## config.mk

```make
export PLATFORM = sky130hd
export DESIGN_NAME = code_loader
export DESIGN_NICKNAME = d
export VERILOG_FILES = /design/src/rtl/code_loader.sv
export SDC_FILE = /design/constraint.sdc
export NUM_CORES = 1
export LEC_CHECK = 0
export ABC_AREA = 1
export CAP_MARGIN = 20
export CORE_MARGIN = 2
export CORE_UTILIZATION = 49
export CTS_CLUSTER_SIZE = 14
export DETAILED_ROUTE_END_ITERATION = 10
export GPL_TIMING_DRIVEN = 0
export HOLD_SLACK_MARGIN = 0.02
export PLACE_DENSITY = 0.71
export SETUP_SLACK_MARGIN = 0.4
export SYNTH_ARGS = -nofsm -noshare
export SYNTH_HDL_FRONTEND = slang
export SYNTH_SLANG_ARGS = --single-unit
export TNS_END_PERCENT = 5
```

## constraint.sdc

```tcl
create_clock -name clk -period 1.13 [get_ports clk]
set_input_delay 0.113 -clock clk [delete_from_list [all_inputs] [get_ports clk]]
set_output_delay 0.113 -clock clk [all_outputs]
set_load 0.1 [all_outputs]
```

## src/rtl/code_loader.sv

```systemverilog
// Code entry front end: synchronizes and debounces the board switches and pushbutton,
// assembles four BCD digits into a 16-bit code and freezes it until an unlock pulse.
//
// state  | meaning
// ENTER  | accepting digits, digit_idx_o points at the next nibble to write
// LOCKED | code complete and frozen, presses ignored until unlock_i
module code_loader #(
   parameter int DB_W            = 16,
   parameter int DEBOUNCE_CYCLES = 50000,
   parameter int DIGIT_MAX       = 9
) (
   input  logic        clk,
   input  logic        rst,
   input  logic [3:0]  sw,
   input  logic        pb,
   input  logic        unlock_i,
   output logic [15:0] code_o,
   output logic [1:0]  digit_idx_o,
   output logic        lock_o,
   output logic        code_valid_o,
   output logic        err_o,
   output logic        press_o
);

   typedef enum logic {ENTER = 1'b0, LOCKED = 1'b1} state_t;

   localparam logic [DB_W-1:0] DB_LAST = DB_W'(DEBOUNCE_CYCLES - 1);
   localparam logic [3:0]      DIG_MAX = 4'(DIGIT_MAX);

   logic            pb_s1, pb_s2;
   logic [3:0]      sw_s1, sw_s2;
   logic [DB_W-1:0] db_cnt;
   logic            db_lvl, db_lvl_q;

   state_t          state, state_nxt;
   logic [15:0]     code_nxt;
   logic [1:0]      idx_nxt;
   logic            err_nxt, valid_nxt;

   always_ff @(posedge clk or negedge rst) begin
      if (!rst) begin
         pb_s1 <= 1'b0;
         pb_s2 <= 1'b0;
         sw_s1 <= 4'd0;
         sw_s2 <= 4'd0;
      end else begin
         pb_s1 <= pb;
         pb_s2 <= pb_s1;
         sw_s1 <= sw;
         sw_s2 <= sw_s1;
      end
   end

   // The counter only runs while the synced level disagrees with the accepted one,
   // so any glitch shorter than DEBOUNCE_CYCLES drops it back to zero.
   always_ff @(posedge clk or negedge rst) begin
      if (!rst) begin
         db_cnt   <= '0;
         db_lvl   <= 1'b0;
         db_lvl_q <= 1'b0;
         press_o  <= 1'b0;
      end else begin
         db_lvl_q <= db_lvl;
         press_o  <= db_lvl & ~db_lvl_q;
         if (pb_s2 == db_lvl) begin
            db_cnt <= '0;
         end else if (db_cnt == DB_LAST) begin
            db_lvl <= pb_s2;
            db_cnt <= '0;
         end else begin
            db_cnt <= db_cnt + 1'b1;
         end
      end
   end

   always_ff @(posedge clk or negedge rst) begin
      if (!rst) begin
         state        <= ENTER;
         code_o       <= 16'd0;
         digit_idx_o  <= 2'd0;
         err_o        <= 1'b0;
         code_valid_o <= 1'b0;
      end else begin
         state        <= state_nxt;
         code_o       <= code_nxt;
         digit_idx_o  <= idx_nxt;
         err_o        <= err_nxt;
         code_valid_o <= valid_nxt;
      end
   end

   always_comb begin
      state_nxt = state;
      if (unlock_i) begin
         state_nxt = ENTER;
      end else if (press_o && state == ENTER && sw_s2 <= DIG_MAX && digit_idx_o == 2'd3) begin
         state_nxt = LOCKED;
      end
   end

   // Unlock has priority over a coincident press, which is simply dropped.
   always_comb begin
      code_nxt  = code_o;
      idx_nxt   = digit_idx_o;
      err_nxt   = 1'b0;
      valid_nxt = 1'b0;
      if (unlock_i) begin
         code_nxt = 16'd0;
         idx_nxt  = 2'd0;
      end else if (press_o && state == ENTER) begin
         if (sw_s2 > DIG_MAX) begin
            err_nxt = 1'b1;
         end else begin
            case (digit_idx_o)
               2'd0:    code_nxt[15:12] = sw_s2;
               2'd1:    code_nxt[11:8]  = sw_s2;
               2'd2:    code_nxt[7:4]   = sw_s2;
               default: code_nxt[3:0]   = sw_s2;
            endcase
            idx_nxt   = digit_idx_o + 2'd1;
            valid_nxt = (digit_idx_o == 2'd3);
         end
      end
   end

   assign lock_o = (state == LOCKED);

endmodule

```

==> results of run 1 <==
repair_timing:
item | in CTS | in global routing
setup endpoints to repair | 60 | 60
endpoints found under the hold margin | 24 | 24
gates resized for setup | 201 | 36
buffers inserted | 3 | 2
pin swaps | 12 | 13
placed cells by master, fill, tap and decap left out, types with 2 or more instances in the layout:
cell type / n
dfrtp_4: 3
buf_12: 20
inv_2: 2
nand4_1: 2
ha_2: 2
nor2_2: 4
buf_6: 4
buf_2: 2
nand3_2: 3
inv_1: 16
nand2_1: 39
ha_4: 3
a31oi_4: 4
buf_4: 3
nand3_1: 8
nand2_4: 2
dfrtp_2: 8
o21ai_1: 18
nor2_4: 7
a21oi_1: 4
nor2_1: 29
nor3_2: 5
clkbuf_8: 5
xor2_1: 5
inv_4: 6
nand2_2: 6
dfrtp_1: 39
clkdlybuf4s50_1: 5
path summary, 6_finish.rpt:
kind	start	end	slack, ns	depth (start not counted)
worst max-delay path	db_cnt[1]	db_cnt[9]	-0.11	7
worst min-delay path	rst	code_valid_o	-0.21	1
worst max register to register	db_cnt[1]	db_cnt[9]	-0.11	7
worst min register to register	sw_s1[2]	sw_s2[2]	0.35	0
max in group asynchronous	rst	db_cnt[6]	0.82	2
min in group clk	unlock_i	code_valid_o	0.18	2
registers in the layout (all words and copies together) (netlist names):
| register | count |
|---|---|
| code_o | 16 |
| code_valid_o | 1 |
| db_cnt | 16 |
| db_lvl | 1 |
| db_lvl_q | 1 |
| digit_idx_o | 2 |
| err_o | 1 |
| lock_o | 1 |
| pb_s1 | 1 |
| pb_s2 | 1 |
| press_o | 1 |
| sw_s1 | 4 |
| sw_s2 | 4 |
through the flow:
| step | hold WS [ns] | utilization |
|---|---|---|
| 6_report | -0.214 | 0.716 |
| 5_1_grt | -0.166 | 0.716 |
| 4_1_cts | -0.207 | 0.681 |
| 3_5_place_dp | 0.130 | 0.599 |
| 3_3_place_gp | 0.331 | 0.596 |
| 2_1_floorplan | -0.183 | - |
logic make-up after synthesis:
| group | count (synthesis) | synth area share |
|---|---|---|
| simple gates | 110 | 0.228 |
| buf+inv | 25 | 0.0429 |
| flops | 50 | 0.564 |
| xor+xnor | 7 | 0.0276 |
| fa+ha+maj | 6 | 0.0338 |
| compound gates | 29 | 0.103 |
area by class of cell:
cell class	count	area (µm²)
clock buffer	6	72.6
multi-input combinational	152	1040
buffer	1	5.00
clock inverter	2	13.8
fill	293	1240
inverter	24	105
timing repair buffer	34	538
sequential	50	1270
tap	52	65.1
metal layers:
metal | part of all wire | vias to the layer above | wire, µm | GRT usage
met4 | 0.021 | 0 | 88 | 0.0818
met1 | 0.45 | 764 | 1920 | 0.258
met3 | 0.032 | 6 | 136 | 0.0422
met5 | 0 | - | 0 | 0
li1 | - | 814 | - | -
met2 | 0.50 | 24 | 2140 | 0.303
power by group:
group / switching, mW / internal (mW)
clock: 0.576 / 0.437
sequential: 0.0725 / 1.86
combinational: 0.494 / 0.272
total: 1.14 / 2.57
==> impl_metrics.csv, run 1 <==
group,metric,value,unit
yosys,synth_area_leaders,"dfrtp_1 56%, nand2_1 7.1%, nor2_1 5.4%, inv_1 3.9%, o21ai_1 3.8%",
timing,fin_tns_setup,-2.25,ns
yosys,synth_seq_cells,50,
yosys,yosys.area.top_type,"dfrtp_1",
floorplanning,fp.dieW,71.3,µm
power,p_leak,1.33,nW
floorplanning,core,0.00435,mm²
timing,hold_violations,24,
power,vdd_drop_max,0.880,mV
finish,nets,282,
worst_setup_path,cp-start-kind,"register",
worst_setup_path,slowest_stage,"dfrtp_1",
clock_network,clk_pin_slew,0.09,ns
timing,slew_headroom,0.630,
clock_network,cts_sinks,50,
power,pwr_density_cell,1190,mW/mm²
detailed_routing,num_vias,1608,
yosys,yosys.cell_types.count,24,
place,portBuffers,28,
yosys,ys_seq_area_frac,0.564,
flow_run,maxCapViolCount,0,
worst_setup_path,path_class,"reg2reg",
finish,drive_above_1_share,0.368,
floorplanning,num_rows,24,
grt,overflow,0,
yosys,synth_area,0.00222,mm²
yosys,synth_most_common_cell,"dfrtp_1",
clock_network,clock_latency,0.31,ns
grt,grt_pass1_wl,7460,µm
yosys,yosys_warnings,0,
timing,max_freq,805,MHz
power,p_total,3.71,mW
worst_setup_path,crit_chain,"buf_6 -> ha_4 -> nand3_4 -> nor2_4 -> nand2_4 -> nand2_8 -> nor3_2",
yosys,synthCells,227,
place,dp_hpwl,2910,µm
grt,grt_max_degree,27,
place,dpl_cell_area,0.00261,mm²
grt,grt_pass1_vias,1617,
clock_network,numCtsBuffers,5,
finish,finalInstanceArea,0.00312,mm²
worst_setup_path,path_delay_family,"simple AND/OR/NAND/NOR gates",
place,dp.cells,308,
yosys,async_flop_share,1.00,
yosys,syn_area_per_cell,9.77,µm²
floorplanning,ios,30,
floorplanning,initial_core_util,0.509,
clock_network,htreeDepth,2,
floorplanning,die-area,0.00508,mm²
detailed_routing,wirelength,4280,µm
grt,grt_antenna_before_repair,0,
detailed_routing,drc,0,
yosys,synth_top_cell_area_share,0.564,
detailed_routing,viasPerCell,5.01,
worst_setup_path,critical_path.max_fanout,8,
detailed_routing,wl_per_cell,13.3,µm
worst_setup_path,end_kind,"register",
timing,tightestPinTransition,0.555,ns
worst_setup_path,worstPathArrival,1.47,ns
worst_setup_path,cp_slowest_stage_delay,0.39,ns
place,pre_cts_ws,-0.572,ns
detailed_routing,drt-initial-drc-count,100,
status,violations,"hold timing, setup timing",
yosys,synthFlopType,"dfrtp_1",
detailed_routing,postRouteAntennaNets,0,
place,finalWeightedCongestion,0.863,
timing,min_period,1.24,ns
timing,finClkSkew,0.00856,ns
yosys,syn_nets,241,
clock_network,cts_tree,"yes",
finish,area_growth,40.4,%
yosys,synth-edff-count,0,
timing,whs,-0.214,ns
timing,post-route-period-util,1.10,
detailed_routing,first_pass_iters,4,
min_path,hp-class,"in2async",
worst_setup_path,critPathBufInv,1,
timing,drv_slew,0,
finish,antenna_cells,0,
worst_setup_path,required,1.36,ns
status,status,"finished, violations left",
timing,timing.final.ws_setup,-0.113,ns
clock_network,clock_path_buffers,2,
finish,fin_cells,321,
grt,grtUsageTotal,0.192,
timing,setup_violations,33,
clock_network,cts-root-buf,"clkbuf_8",
floorplanning,die_h,71.3,µm
yosys,yosys-top-cells-count,"50 x dfrtp_1, 42 x nand2_1, 32 x nor2_1, 23 x inv_1, 17 x o21ai_1",
timing,rsz0062_at_grt,"true",
Note: power is estimated with default switching activity, not from simulation.
==> inputs of run 2 (changes only) <==
ABC_AREA = unset   (was 1)
CORE_UTILIZATION = 48   (was 49)
==> run 2 against run 1 <==
- the run still ends with hold timing, setup timing left
- wire length increased by 0.47%
- design area down 4.9%
- utilization is 1.5 points higher
- sequential share of layout area grew 1.9 points
==> impl_metrics.csv, run 2 <==
group,metric,value,unit
status,status,"finished, violations left",
status,violations,"hold timing, setup timing",
grt,grt_antenna_before_repair,0,
detailed_routing,wirelength,4300,µm
worst_setup_path,cp_slowest_stage_delay,0.44,ns
power,p_leak,1.37,nW
grt,grtUsageTotal,0.197,
place,dp.cells,254,
place,finalWeightedCongestion,0.825,
finish,nets,234,
grt,grt_pass1_wl,7460,µm
worst_setup_path,crit_chain,"nor4_2 -> nand3b_1 -> buf_4 -> nor4_4 -> mux2_4",
detailed_routing,drt-initial-drc-count,66,
yosys,yosys_warnings,0,
finish,final_cell_mix,"43 x dfrtp_1, 35 x nor2_1, 22 x buf_12, 16 x mux2i_1, 14 x xnor2_1",
floorplanning,initial_core_util,0.506,
finish,nFillCells,258,
worst_setup_path,slowest_stage,"dfrtp_2",
timing,slew_headroom,0.588,
floorplanning,ios,30,
detailed_routing,num_vias,1437,
yosys,synthCells,174,
worst_setup_path,cp-start-kind,"register",
worst_setup_path,worstPathArrival,1.84,ns
clock_network,clock_latency,0.30,ns
worst_setup_path,critical_path.max_fanout,5,
timing,rsz0062_at_grt,"true",
yosys,yosys.area.top_type,"dfrtp_1",
clock_network,clk_pin_slew,0.09,ns
power,pwr_density_cell,1080,mW/mm²
detailed_routing,drc,0,
finish,area_growth,44.3,%
detailed_routing,first_pass_iters,4,
clock_network,cts_sinks,50,
yosys,ys_seq_area_frac,0.609,
detailed_routing,viasPerCell,5.30,
grt,overflow,0,
clock_network,clock_path_buffers,2,
floorplanning,num_rows,23,
finish,antenna_cells,0,
timing,hold_violations,25,
yosys,yosys.cell_types.count,23,
floorplanning,die_h,69.4,µm
yosys,synthFlopType,"dfrtp_1",
timing,setup_violations,39,
worst_setup_path,end_kind,"register",
clock_network,cts_tree,"yes",
place,portBuffers,29,
clock_network,htreeDepth,2,
timing,drv_slew,0,
clock_network,cts-root-buf,"clkbuf_8",
floorplanning,die-area,0.00482,mm²
timing,whs,-0.182,ns
flow_run,maxCapViolCount,0,
worst_setup_path,path_delay_family,"simple AND/OR/NAND/NOR gates",
detailed_routing,postRouteAntennaNets,0,
timing,timing.final.ws_setup,-0.520,ns
floorplanning,fp.dieW,69.4,µm
worst_setup_path,critPathBufInv,1,
finish,utilization,0.730,
timing,max_freq,606,MHz
timing,tightestPinTransition,0.619,ns
finish,multi_input_area,876,µm²
worst_setup_path,required,1.32,ns
finish,fin_cells,271,
yosys,synth_area_leaders,"dfrtp_1 61%, mux2i_1 7.8%, nor2_1 6.9%, xnor2_1 6.0%, ha_1 3.7%",
min_path,hp-class,"in2async",
yosys,syn_area_per_cell,11.8,µm²
clock_network,numCtsBuffers,5,
timing,min_period,1.65,ns
finish,ff_latch_area,0.00127,mm²
yosys,yosys-top-cells-count,"50 x dfrtp_1, 38 x nor2_1, 16 x mux2i_1, 14 x xnor2_1, 9 x nand3_1",
yosys,synth_seq_cells,50,
place,dp_hpwl,2850,µm
finish,drive_above_1_share,0.308,
yosys,synth-edff-count,0,
finish,layout_commonest_cell,"dfrtp_1",
detailed_routing,wl_per_cell,15.9,µm
grt,grt_max_degree,27,
timing,finClkSkew,0.00681,ns
yosys,syn_nets,188,
floorplanning,core,0.00406,mm²
yosys,synth_top_cell_area_share,0.609,
yosys,synth_most_common_cell,"dfrtp_1",
finish,reg_top3,"code_o (16), db_cnt (16)",
yosys,synth_area,0.00205,mm²
grt,grt_pass1_vias,1537,
power,vdd_drop_max,0.780,mV
timing,post-route-period-util,1.46,
worst_setup_path,path_class,"reg2reg",
yosys,async_flop_share,1.00,
run 2: cell type report:
class | count | share of cell area
Sequential cell | 50 | 0.428
Clock inverter | 1 | 0.0101
Multi-Input combinational cell | 114 | 0.295
Inverter | 7 | 0.00971
Tap cell | 50 | 0.0211
Buffer | 3 | 0.00633
Clock buffer | 7 | 0.0257
Timing Repair Buffer | 39 | 0.204
run 2: metal layers:
layer / vias up / part of all wire / routed length (µm) / global-route usage
met1: 725 / 0.41 / 1770 / 0.237
met5: - / 0 / 0 / 0
met3: 8 / 0.039 / 166 / 0.0509
li1: 665 / - / - / -
met2: 39 / 0.54 / 2310 / 0.340
met4: 0 / 0.014 / 62 / 0.0763
run 2: final timing paths:
kind | startpoint | endpoint | slack, ns | depth (start not counted)
min in group clk | sw[2] | sw_s1[2] | 0.25 | 1
hold / removal | rst | code_valid_o | -0.18 | 1
max in group asynchronous | rst | db_cnt[4] | 0.76 | 2
hold reg to reg | sw_s1[2] | sw_s2[2] | 0.35 | 0
setup reg to reg | db_cnt[4] | db_lvl | -0.52 | 5
setup / recovery | db_cnt[4] | db_lvl | -0.52 | 5
run 2: metrics by stage:
stage	setup slack [ns]	total power, mW	instance area, µm²	setup TNS (ns)
finish	-0.520	3.21	2960	-11.72
global route	-0.592	3.34	2960	-14.90
CTS	-0.472	3.24	2890	-12.27
detailed placement	-0.641	2.00	2480	-29.77
global placement	-1.62	1.98	2460	-95.20
floorplan	-0.385	1.91	2110	-11.44
run 2: kinds of logic after synthesis:
logic type,Yosys count,synth area share
adders and majority gates,6,0.0365
muxes,17,0.0834
AOI/OAI and AO/OA,4,0.0219
and+or+nand+nor,71,0.159
xor gates and xnor gates,16,0.0682
buffers and inverters,10,0.0219
DFF,50,0.609
run 2: where the power goes:
part | leakage (nW) | internal (mW) | total, mW | switching [mW]
combinational | 0.654 | 0.0642 | 0.148 | 0.0837
sequential | 0.662 | 1.81 | 1.84 | 0.0273
clock | 0.0524 | 0.663 | 1.22 | 0.560
total | 1.37 | 2.54 | 3.21 | 0.671
run 2: timing repair:
item | 4_1_cts | 5_1_grt
buffers inserted | 5 | 3
hold endpoints to repair | 25 | 25
pin swaps | 6 | 7
resized for setup | 206 | 14
setup endpoints to repair | 60 | 60
cloned | 1 | 0
==> inputs of run 3 (changes only) <==
CELL_PAD_IN_SITES_DETAIL_PLACEMENT = 0   (was unset)
CELL_PAD_IN_SITES_GLOBAL_PLACEMENT = 1   (was unset)
CORE_UTILIZATION = 38   (was 48)
PLACE_DENSITY = 0.7   (was 0.71)
==> run 3 against run 2 <==
- the run still ends with hold timing, setup timing left
- die area is 25% higher
- largest power group unchanged
- critical path type unchanged
- maximum frequency up 3.5%
- hold slack worse by 0.13 ns
==> impl_metrics.csv, run 3 (synthesis gave the netlist of run 2 again) <==
group,metric,value,unit
worst_setup_path,rrSetupSlack,-0.46,ns
finish,nets,230,
power,pwr_density_cell,1010,mW/mm²
timing,rsz0062_at_grt,"true",
power,p_leak,1.32,nW
clock_network,numCtsBuffers,5,
worst_setup_path,path_class,"reg2reg",
timing,tightestPinTransition,0.466,ns
place,pre_cts_ws,-0.621,ns
timing,timing.final.ws_setup,-0.465,ns
detailed_routing,num_vias,1380,
status,violations,"hold timing, setup timing",
place,finalWeightedCongestion,0.761,
grt,grt_antenna_before_repair,0,
timing,finClkSkew,0.00851,ns
clock_network,clock_path_buffers,2,
detailed_routing,postRouteAntennaNets,0,
grt,overflow,0,
detailed_routing,viasPerCell,4.81,
clock_network,clk_pin_slew,0.09,ns
detailed_routing,drt-initial-drc-count,97,
finish,utilization,0.563,
finish,fin_cells,287,
detailed_routing,drc,0,
timing,whs,-0.312,ns
finish,area_growth,41.7,%
timing,max_freq,627,MHz
finish,antenna_cells,0,
finish,drive_above_1_share,0.286,
finish,reg_top3,"code_o (16), db_cnt (16)",
status,status,"finished, violations left",
worst_setup_path,critical_path.max_fanout,3,
grt,grt_pass1_vias,1364,
worst_setup_path,r2r_start,"db_cnt[4]",
place,portBuffers,29,
detailed_routing,wl_per_cell,14.3,µm
timing,hold_violations,25,
floorplanning,die_h,77.5,µm
grt,grtUsageTotal,0.147,
worst_setup_path,reg2reg_depth,4,
floorplanning,ios,30,
timing,min_period,1.59,ns
timing,slew_headroom,0.690,
floorplanning,fp.dieW,77.5,µm
floorplanning,initial_core_util,0.397,
power,vdd_drop_max,0.526,mV
timing,setup_violations,39,
clock_network,cts-root-buf,"clkbuf_8",
clock_network,cts_tree,"yes",
worst_setup_path,end_kind,"register",
clock_network,htreeDepth,2,
timing,post-route-period-util,1.41,
detailed_routing,wirelength,4100,µm
place,dp.cells,274,
clock_network,clock_latency,0.29,ns
floorplanning,num_rows,26,
worst_setup_path,required,1.32,ns
timing,drv_slew,0,
place,dp_hpwl,2900,µm
grt,grt_max_degree,40,
finish,layout_commonest_cell,"dfrtp_1",
power,p_total,2.95,mW
worst_setup_path,worstPathArrival,1.78,ns
grt,grt_pass1_wl,6870,µm
timing,fin_tns_setup,-10.63,ns
finish,final_cell_mix,"42 x dfrtp_1, 36 x nor2_1, 23 x buf_12, 16 x mux2i_1, 14 x xnor2_1",
floorplanning,core,0.00517,mm²
worst_setup_path,cp-start-kind,"register",
min_path,hp-class,"in2async",
floorplanning,die-area,0.00601,mm²
worst_setup_path,worstReg2RegEnd,"db_lvl",
detailed_routing,first_pass_iters,4,
clock_network,cts_sinks,50,
flow_run,maxCapViolCount,0,
## run 3: timing repair
item	CTS	global route
pin swaps	4	6
setup endpoints to repair	60	60
hold endpoints to repair	36	11
setup buffers	2	2
cloned	1	0
gates resized for setup	207	10
## run 3: through the flow
stage | hold slack, ns | instance area, µm²
after CTS | -0.316 | 2860
after detailed placement | 0.0186 | 2500
after global placement | 0.333 | 2490
after global routing | -0.306 | 2910
after floorplan | -0.183 | 2110
final | -0.312 | 2910
## run 3: layout make-up
cell class              count  area [µm²]
clock buffers               6        72.6
multi-input cells         114         855
fillers                   432        2260
clock inverters             2        10.0
repair buffers             35         571
inverters                   7        28.8
plain buffers               3        18.8
well taps                  70        87.6
flip-flops and latches     50        1270
## run 3: critical path, cell delays in order (launching register included)
cell	delay, ns
dfrtp_2	0.44
nor4_4	0.27
nand3b_1	0.17
nor4_1	0.25
mux2_2	0.37
## run 3: worst max-delay path by stage
stage                from        endpoint  slack (ns)  depth (start not counted)
6_report        db_cnt[4]          db_lvl       -0.46                          4
5_1_grt         db_cnt[7]      db_cnt[13]       -0.53                          4
4_1_cts        db_cnt[12]      db_cnt[12]       -0.54                          6
3_5_place_dp     sw_s2[1]       code_o[1]       -0.62                          4
3_3_place_gp          rst  digit_idx_o[1]       -1.69                          1
2_1_floorplan   db_cnt[4]      db_cnt[10]       -0.38                          5
## run 3: layer usage
metal  track usage  share of wire  up-vias
li1              -              -      661
met1         0.204           0.44      682
met2         0.223           0.51       31
met3        0.0349          0.034        6
met4        0.0554          0.014        0
met5             0              0        -
## run 3: report_power, final
group	switching, mW	internal (mW)	total [mW]
sequential	0.0280	1.81	1.84
clock	0.536	0.429	0.965
combinational	0.0821	0.0590	0.141
